### config.mk
export PLATFORM = sky130hd
export DESIGN_NAME = piso_shift_register
export DESIGN_NICKNAME = d
export VERILOG_FILES = /design/src/rtl/piso_shift_register.sv
export SDC_FILE = /design/constraint.sdc
export NUM_CORES = 1
export LEC_CHECK = 0
export ABC_CLOCK_PERIOD_IN_PS = 2050
export CAP_MARGIN = 10
export CORE_UTILIZATION = 30
export DETAILED_ROUTE_END_ITERATION = 10
export PLACE_DENSITY = 0.66
export SLEW_MARGIN = 20
export SYNTH_ARGS = -nofsm -noshare
export SYNTH_HDL_FRONTEND = slang
export SYNTH_SLANG_ARGS = --single-unit
### constraint.sdc
create_clock -name clk -period 2.05 [get_ports clk]
set_input_delay 0.41 -clock clk [delete_from_list [all_inputs] [get_ports clk]]
set_output_delay 0.41 -clock clk [all_outputs]
set_load 0.03 [all_outputs]
### src/rtl/piso_shift_register.sv
// piso_shift_register: parallel-in, serial-out transmitter, LSB first.
// A WIDTH-bit word is accepted through a valid/ready handshake and shifted
// out one bit per clock with shift_en=1. done pulses for one cycle after the
// final bit's shift edge.
// Optional feature macro: PISO_PRELOAD_EN -- when defined, the next word may
// be accepted on the last bit's shift edge so words stream with no idle bit.
module piso_shift_register #(
   parameter int WIDTH = 4
) (
   input  logic             clk,
   input  logic             rst_n,
   input  logic             load_valid,
   input  logic [WIDTH-1:0] load_data,
   output logic             load_ready,
   input  logic             shift_en,
   output logic             serial_out,
   output logic             busy,
   output logic             done
);

   localparam int CW = $clog2(WIDTH + 1);

   typedef enum logic {IDLE = 1'b0, SHIFT = 1'b1} state_t;

   state_t           state, state_nxt;
   logic [WIDTH-1:0] sreg, sreg_nxt;
   logic [CW-1:0]    cnt, cnt_nxt;
   logic             done_nxt;
   logic             last_edge;
   logic             preload_ok;
   logic             accept;

   // the coming edge shifts out the final bit of the current word
   assign last_edge = (state == SHIFT) && shift_en && (cnt == CW'(1));

`ifdef PISO_PRELOAD_EN
   assign preload_ok = last_edge;
`else
   assign preload_ok = 1'b0;
`endif

   // ready depends only on state, cnt, shift_en and rst_n (never on load_valid)
   assign load_ready = rst_n && ((state == IDLE) || preload_ok);
   assign accept     = load_valid && load_ready;

   // line idles low; in SHIFT the current bit is the LSB of sreg
   assign serial_out = (state == SHIFT) ? sreg[0] : 1'b0;
   assign busy       = (state == SHIFT);

   // next-state logic: load on accept, shift on enabled edges, finish on last bit
   always_comb begin
      state_nxt = state;
      sreg_nxt  = sreg;
      cnt_nxt   = cnt;
      done_nxt  = 1'b0;
      case (state)
         IDLE: begin
            if (accept) begin
               sreg_nxt  = load_data;
               cnt_nxt   = CW'(WIDTH);
               state_nxt = SHIFT;
            end
         end
         SHIFT: begin
            if (shift_en) begin
               sreg_nxt = sreg >> 1;
               cnt_nxt  = cnt - CW'(1);
               if (cnt == CW'(1)) begin
                  done_nxt  = 1'b1;
                  state_nxt = IDLE;
                  // accept only possible here with preload enabled
                  if (accept) begin
                     sreg_nxt  = load_data;
                     cnt_nxt   = CW'(WIDTH);
                     state_nxt = SHIFT;
                  end
               end
            end
         end
         default: state_nxt = IDLE;
      endcase
   end

   // state registers with synchronous active-low reset
   always_ff @(posedge clk) begin
      if (!rst_n) begin
         state <= IDLE;
         sreg  <= '0;
         cnt   <= '0;
         done  <= 1'b0;
      end else begin
         state <= state_nxt;
         sreg  <= sreg_nxt;
         cnt   <= cnt_nxt;
         done  <= done_nxt;
      end
   end

endmodule

==> flow_summary_export.csv, run 1 <==
group,metric,value,unit
logic_synthesis,synth_warnings,0,
power,p_per_area,724.4,nW/µm²
power,p_sw,114.5,µW
power,internal_power,307.8,µW
logic_synthesis,ys_async_sr_fraction,0,%
worst_setup_path,startpoint_type,"flip-flop",
min_path,min_path_cells,2,
logic_synthesis,yosys-top-cells-count,"9 x dfxtp_1, 8 x nor2_1, 4 x a211oi_1, 4 x inv_1, 4 x nand2_1",
die,die-height,39.21,µm
sta,setup_viol,0,
cts,clock-sinks,9,
layout,finalNetCount,73,
cts,clockRootBuffer,"clkbuf_4",
detailed_routing,ant_nets,0,
logic_synthesis,yosysMostFrequentCell,"dfxtp_1",
global_route,grt_pass1_vias,326,
sta,finalHoldViolCount,0,
cts,cts_setup_buffers,0,
die,fp.dieArea,1537,µm²
logic_synthesis,synth_seq_cells,9,
cts,clk_pin_slew,0.06,ns
detailed_routing,drt_iter0_drc,6,
logic_synthesis,synth_top_area_share,43.37,%
worst_setup_path,critPathKind,"reg2out",
logic_synthesis,netlist_area,415.4,µm²
worst_setup_path,crit_required,1.64,ns
detailed_routing,viasPerCell,4.753,
sta,fin_crit_sh,90.51,%
sta,worstMarginPinSlew,0.3044,ns
sta,period_minus_slack,1.855,ns
die,io-pin-count,12,
layout,fill_cells,133,
power,comb_power_share,20.1,%
worst_setup_path,critical_path_arrival,1.45,ns
logic_synthesis,synth_edf_count,0,
die,num_rows,13,
cts,cts-resized-gates,0,
placed_design,port_buffers,11,
min_path,worst_hold_path_type,"reg2reg",
cts,holdBufCountCts,0,
placed_design,dp_hpwl,609,µm
logic_synthesis,synth_cell_types,17,
worst_setup_path,cpMaxStageDelayCell,"clkdlybuf4s50_1",
layout,finalInstanceArea,583.1,µm²
layout,seqCellArea,180.2,µm²
power,p_clk_share,33.8,%
detailed_routing,first_pass_iters,2,
detailed_routing,routedWlPerCell,10.09,µm
die,start_util,31.92,%
outcome,status,"complete, no violations",
worst_setup_path,slowest_delay,0.67,ns
sta,setup_slack,0.1946,ns
cts,cts_buffers,3,
logic_synthesis,seq_area_frac_synth,43.37,%
power,pwr-share-seq,46.1,%
sta,max-slew-margin-rel,79.64,%
global_route,grt_pass1_wl,1359,µm
layout,multiInputGateArea,212.7,µm²
sta,skew,0.0009033,ns
layout,drive_above_1_share,16.13,%
power,p_leak,0.0002353,µW
detailed_routing,drc,0,
global_route,grt-ovfl-total,0,
sta,report.final.slew_viol_count,0,
worst_setup_path,path_max_fanout,9,
layout,areaGrowthSynthToFinish,40.36,%
worst_setup_path,end_kind,"output pin",
sta,rsz0062_at_grt,"false",
global_route,antenna_found_initial,0,
global_route,track_usage,13.98,%
cts,clk_path_buf_depth,2,
worst_setup_path,cp_cell_sequence,"buf_4, clkdlybuf4s50_1",
placed_design,dpl_cell_area,556.8,µm²
layout,antenna_cells,0,
power,ir_worst_vdd,491.0,µV
cts,htree_levels,1,
placed_design,dp_slack,0.3696,ns
logic_synthesis,synth.largest_area_cell,"dfxtp_1",
logic_synthesis,syn_nets,55,
cts,cts_tree,"built",
sta,fmax,539.0,MHz
die,core_area,1301,µm²
logic_synthesis,postSynthCellCount,45,
logic_synthesis,avgSynthCellArea,9.231,µm²
sta,tns,0,ns
detailed_routing,wl,777,µm
cts,clock_latency,0.26,ns
detailed_routing,vias,366,
power,netSwitchingFraction,27.11,%
logic_synthesis,yosys-top-cells-area,"dfxtp_1 43%, mux2i_1 7.2%, a211oi_1 7.2%",
worst_setup_path,reg2regPathDepth,4,
placed_design,place.gp.congestion,0.7263,
die,die_w,39.21,µm
global_route,grt_max_degree,10,
logic_synthesis,yosys_most_used_dff,"dfxtp_1",
job,maxCapViolations,0,
[flip-flops by register name (all words and copies together) (netlist names)]
register / flops
done: 1
busy: 1
cnt: 3
sreg: 4
[cell families (layout without fill, tap and decap cells)]
group / Yosys count / after routing / share of synthesized area, %
simple gates: 15 / 15 / 15.97
compound gates: 10 / 10 / 18.38
flops: 9 / 9 / 43.37
buf+inv: 5 / 22 / 5.421
mux: 4 / 4 / 10.84
fa+ha+maj: 2 / 2 / 6.023
[cells in the final DEF (no fill, tap or decap), drive strengths merged, types with 2 or more instances in the layout]
cell	n
a211oi	4
clkdlybuf4s50	10
dfxtp	9
a21oi	2
nand2	4
inv	4
mux2i	3
buf	4
nor2	8
clkbuf	4
ha	2
[worst max-delay path, delay by kind of cell, from the launching register on]
family	cells	cell delay, ns
buf+inv	2	0.84
flops	1	0.34
[layout make-up]
class / instances / area share [%]
tap: 15 / 3.219
sequential: 9 / 30.90
inverter: 4 / 2.575
multi-input combinational: 31 / 36.48
clock buffer: 4 / 4.506
timing repair buffer: 14 / 22.32
[final timing paths]
path / from / endpoint / slack [ns]
min: sreg[0] / sreg[0] / 0.49
max reg2reg: busy / cnt[1] / 0.87
min reg2reg: sreg[0] / sreg[0] / 0.49
max: busy / busy / 0.19
[power groups by stage]
| stage | combinational [µW] | sequential (µW) | clock, µW |
|---|---|---|---|
| detailed placement | 85.9 | 199 | 0 |
| CTS | 86.0 | 195 | 148 |
| finish | 85.1 | 195 | 143 |
| global placement | 83.4 | 198 | 0 |
| global route | 93.7 | 196 | 162 |
| floorplan | 47.4 | 202 | 0 |
[stage by stage]
| step | utilization, % | power (µW) | cells | hold WS (ns) |
|---|---|---|---|---|
| after floorplan | - | 249.1 | 45 | 0.4673 |
| after global placement | 42.79 | 281.8 | 73 | 0.4859 |
| after detailed placement | 42.79 | 284.5 | 73 | 0.4918 |
| after CTS | 44.81 | 428.2 | 77 | 0.4980 |
| after global routing | 44.81 | 451.8 | 77 | 0.5254 |
| final | 44.81 | 422.3 | 77 | 0.4935 |
[metal layers]
layer	vias up	wire (µm)	global-route usage [%]
met2	10	352	20.00
met3	0	51	10.40
met1	167	372	16.67
met5	-	0	0
li1	189	-	-
met4	0	0	2.586
(Power assumes the default switching activity.)
==> run 2: changes to the inputs <==
--- a/config.mk
+++ b/config.mk
@@ -9,7 +9,6 @@
 export CAP_MARGIN = 10
 export CORE_UTILIZATION = 30
 export DETAILED_ROUTE_END_ITERATION = 10
-export PLACE_DENSITY = 0.66
 export SLEW_MARGIN = 20
 export SYNTH_ARGS = -nofsm -noshare
 export SYNTH_HDL_FRONTEND = slang
==> flow_summary_export.csv, run 2 (synthesis results as in run 1) <==
group,metric,value,unit
die,io-pin-count,12,
detailed_routing,viasPerCell,4.760,
detailed_routing,drc,0,
sta,skew,0.003072,ns
sta,setup_viol,0,
worst_setup_path,crit_start,"busy",
sta,rsz0062_at_grt,"false",
worst_setup_path,critPathKind,"reg2out",
layout,seqCellArea,180.2,µm²
die,fp.dieArea,1537,µm²
cts,cts_setup_buffers,0,
sta,finalHoldViolCount,0,
sta,setup_slack,0.05554,ns
placed_design,place.gp.congestion,0.7239,
layout,regMostFlops,"sreg",
die,start_util,31.92,%
cts,clk_pin_slew,0.07,ns
layout,final_cells,75,
power,netSwitchingFraction,27.64,%
global_route,grt_max_degree,10,
cts,clockRootBuffer,"clkbuf_4",
layout,fill_cells,148,
power,p_clk_share,34.4,%
layout,areaGrowthSynthToFinish,36.75,%
power,p_leak,0.0002254,µW
cts,cts_tree,"built",
layout,antenna_cells,0,
sta,tns,0,ns
global_route,track_usage,14.00,%
die,die_w,39.21,µm
worst_setup_path,slowest_delay,0.66,ns
power,pwr-share-seq,46.8,%
global_route,grt_pass1_wl,1317,µm
detailed_routing,drt_iter0_drc,5,
sta,period_minus_slack,1.994,ns
worst_setup_path,end_kind,"output pin",
global_route,grt_pass1_vias,315,
power,p_sw,116.4,µW
detailed_routing,routedWlPerCell,10.93,µm
detailed_routing,vias,357,
placed_design,port_buffers,11,
die,die-height,39.21,µm
min_path,worst_hold_path_type,"reg2reg",
layout,reg_top3,"sreg: 4 flops, cnt: 3 flops",
layout,drive_above_1_share,13.33,%
worst_setup_path,cp_cell_sequence,"and2_2, clkdlybuf4s50_1",
detailed_routing,first_pass_iters,4,
layout,finalNetCount,71,
cts,holdBufCountCts,0,
detailed_routing,ant_nets,0,
worst_setup_path,critical_path_arrival,1.58,ns
detailed_routing,wl,820,µm
placed_design,dp_slack,0.3016,ns
placed_design,dpl.cell_count,71,
layout,final_common_cell,"clkdlybuf4s50_1",
cts,htree_levels,1,
outcome,status,"complete, no violations",
layout,multiInputGateArea,212.7,µm²
cts,cts_buffers,3,
power,comb_power_share,18.8,%
sta,report.final.slew_viol_count,0,
cts,clk_path_buf_depth,2,
worst_setup_path,startpoint_type,"flip-flop",
cts,clock_latency,0.26,ns
worst_setup_path,crit_required,1.64,ns
sta,fin_crit_sh,97.29,%
power,ir_worst_vdd,261.9,µV
sta,worstMarginPinSlew,0.3151,ns
placed_design,dp_hpwl,601.3,µm
worst_setup_path,cpMaxStageDelayCell,"clkdlybuf4s50_1",
die,core_area,1301,µm²
job,maxCapViolations,0,
power,p_per_area,741.1,nW/µm²
sta,fmax,501.4,MHz
die,num_rows,13,
cts,cts-resized-gates,0,
layout,final_core_util,43.65,%
global_route,antenna_found_initial,0,
global_route,grt-ovfl-total,0,
worst_setup_path,path_max_fanout,7,
power,internal_power,304.6,µW
worst_setup_path,r2r_start,"busy",
layout,largest_reg_flops,4,
layout,layout_common_cells,"10 x clkdlybuf4s50_1, 9 x dfxtp_1, 8 x nor2_1",
sta,max-slew-margin-rel,78.93,%
min_path,hp-start,"sreg[0]",
cts,clock-sinks,9,
run 2: changes by cell type in the layout (fill, tap and decap cells not counted), sizes merged:
cell | previous run | this run
buf | 4 | 2
run 2: final cells by class:
cell class	count	area share, %
timing repair buffer	12	20.26
multi-input combinational	31	37.44
tap	15	3.304
sequential	9	31.72
inverter	4	2.643
clock buffer	4	4.626
run 2: power groups by stage:
stage	combinational (µW)	sequential, µW	clock, µW
floorplan	47.4	202	0
global placement	78.2	201	0
detailed placement	79.8	201	0
CTS	79.9	197	151
global route	87.4	199	157
finish	79.2	197	145
run 2: through the flow:
stage	power [µW]	hold slack [ns]	instance area, µm²
floorplan	249.1	0.4673	415.4
global placement	279.1	0.4908	541.8
detailed placement	280.6	0.4960	541.8
CTS	427.7	0.5028	568.0
global route	442.7	0.5189	568.0
finish	421.0	0.5012	568.0
run 2: worst paths after layout:
kind / endpoint / slack (ns) / depth (start not counted)
setup reg to reg: cnt[0] / 0.66 / 3
setup / recovery: serial_out / 0.06 / 2
hold / removal: sreg[0] / 0.50 / 2
hold reg to reg: sreg[0] / 0.50 / 2
run 2: worst max-delay path, delay by kind of cell (launching register included):
family / cells / cell delay, ns
DFF: 1 / 0.47
buffers and inverters: 1 / 0.66
and+or+nand+nor: 1 / 0.19
run 2: layer usage:
metal	global-route usage, %	vias to the layer above	share of wire, %
li1	-	184	-
met1	16.72	168	48
met2	18.75	3	47
met3	3.468	2	2.4
met4	15.52	0	2.0
met5	0	-	0
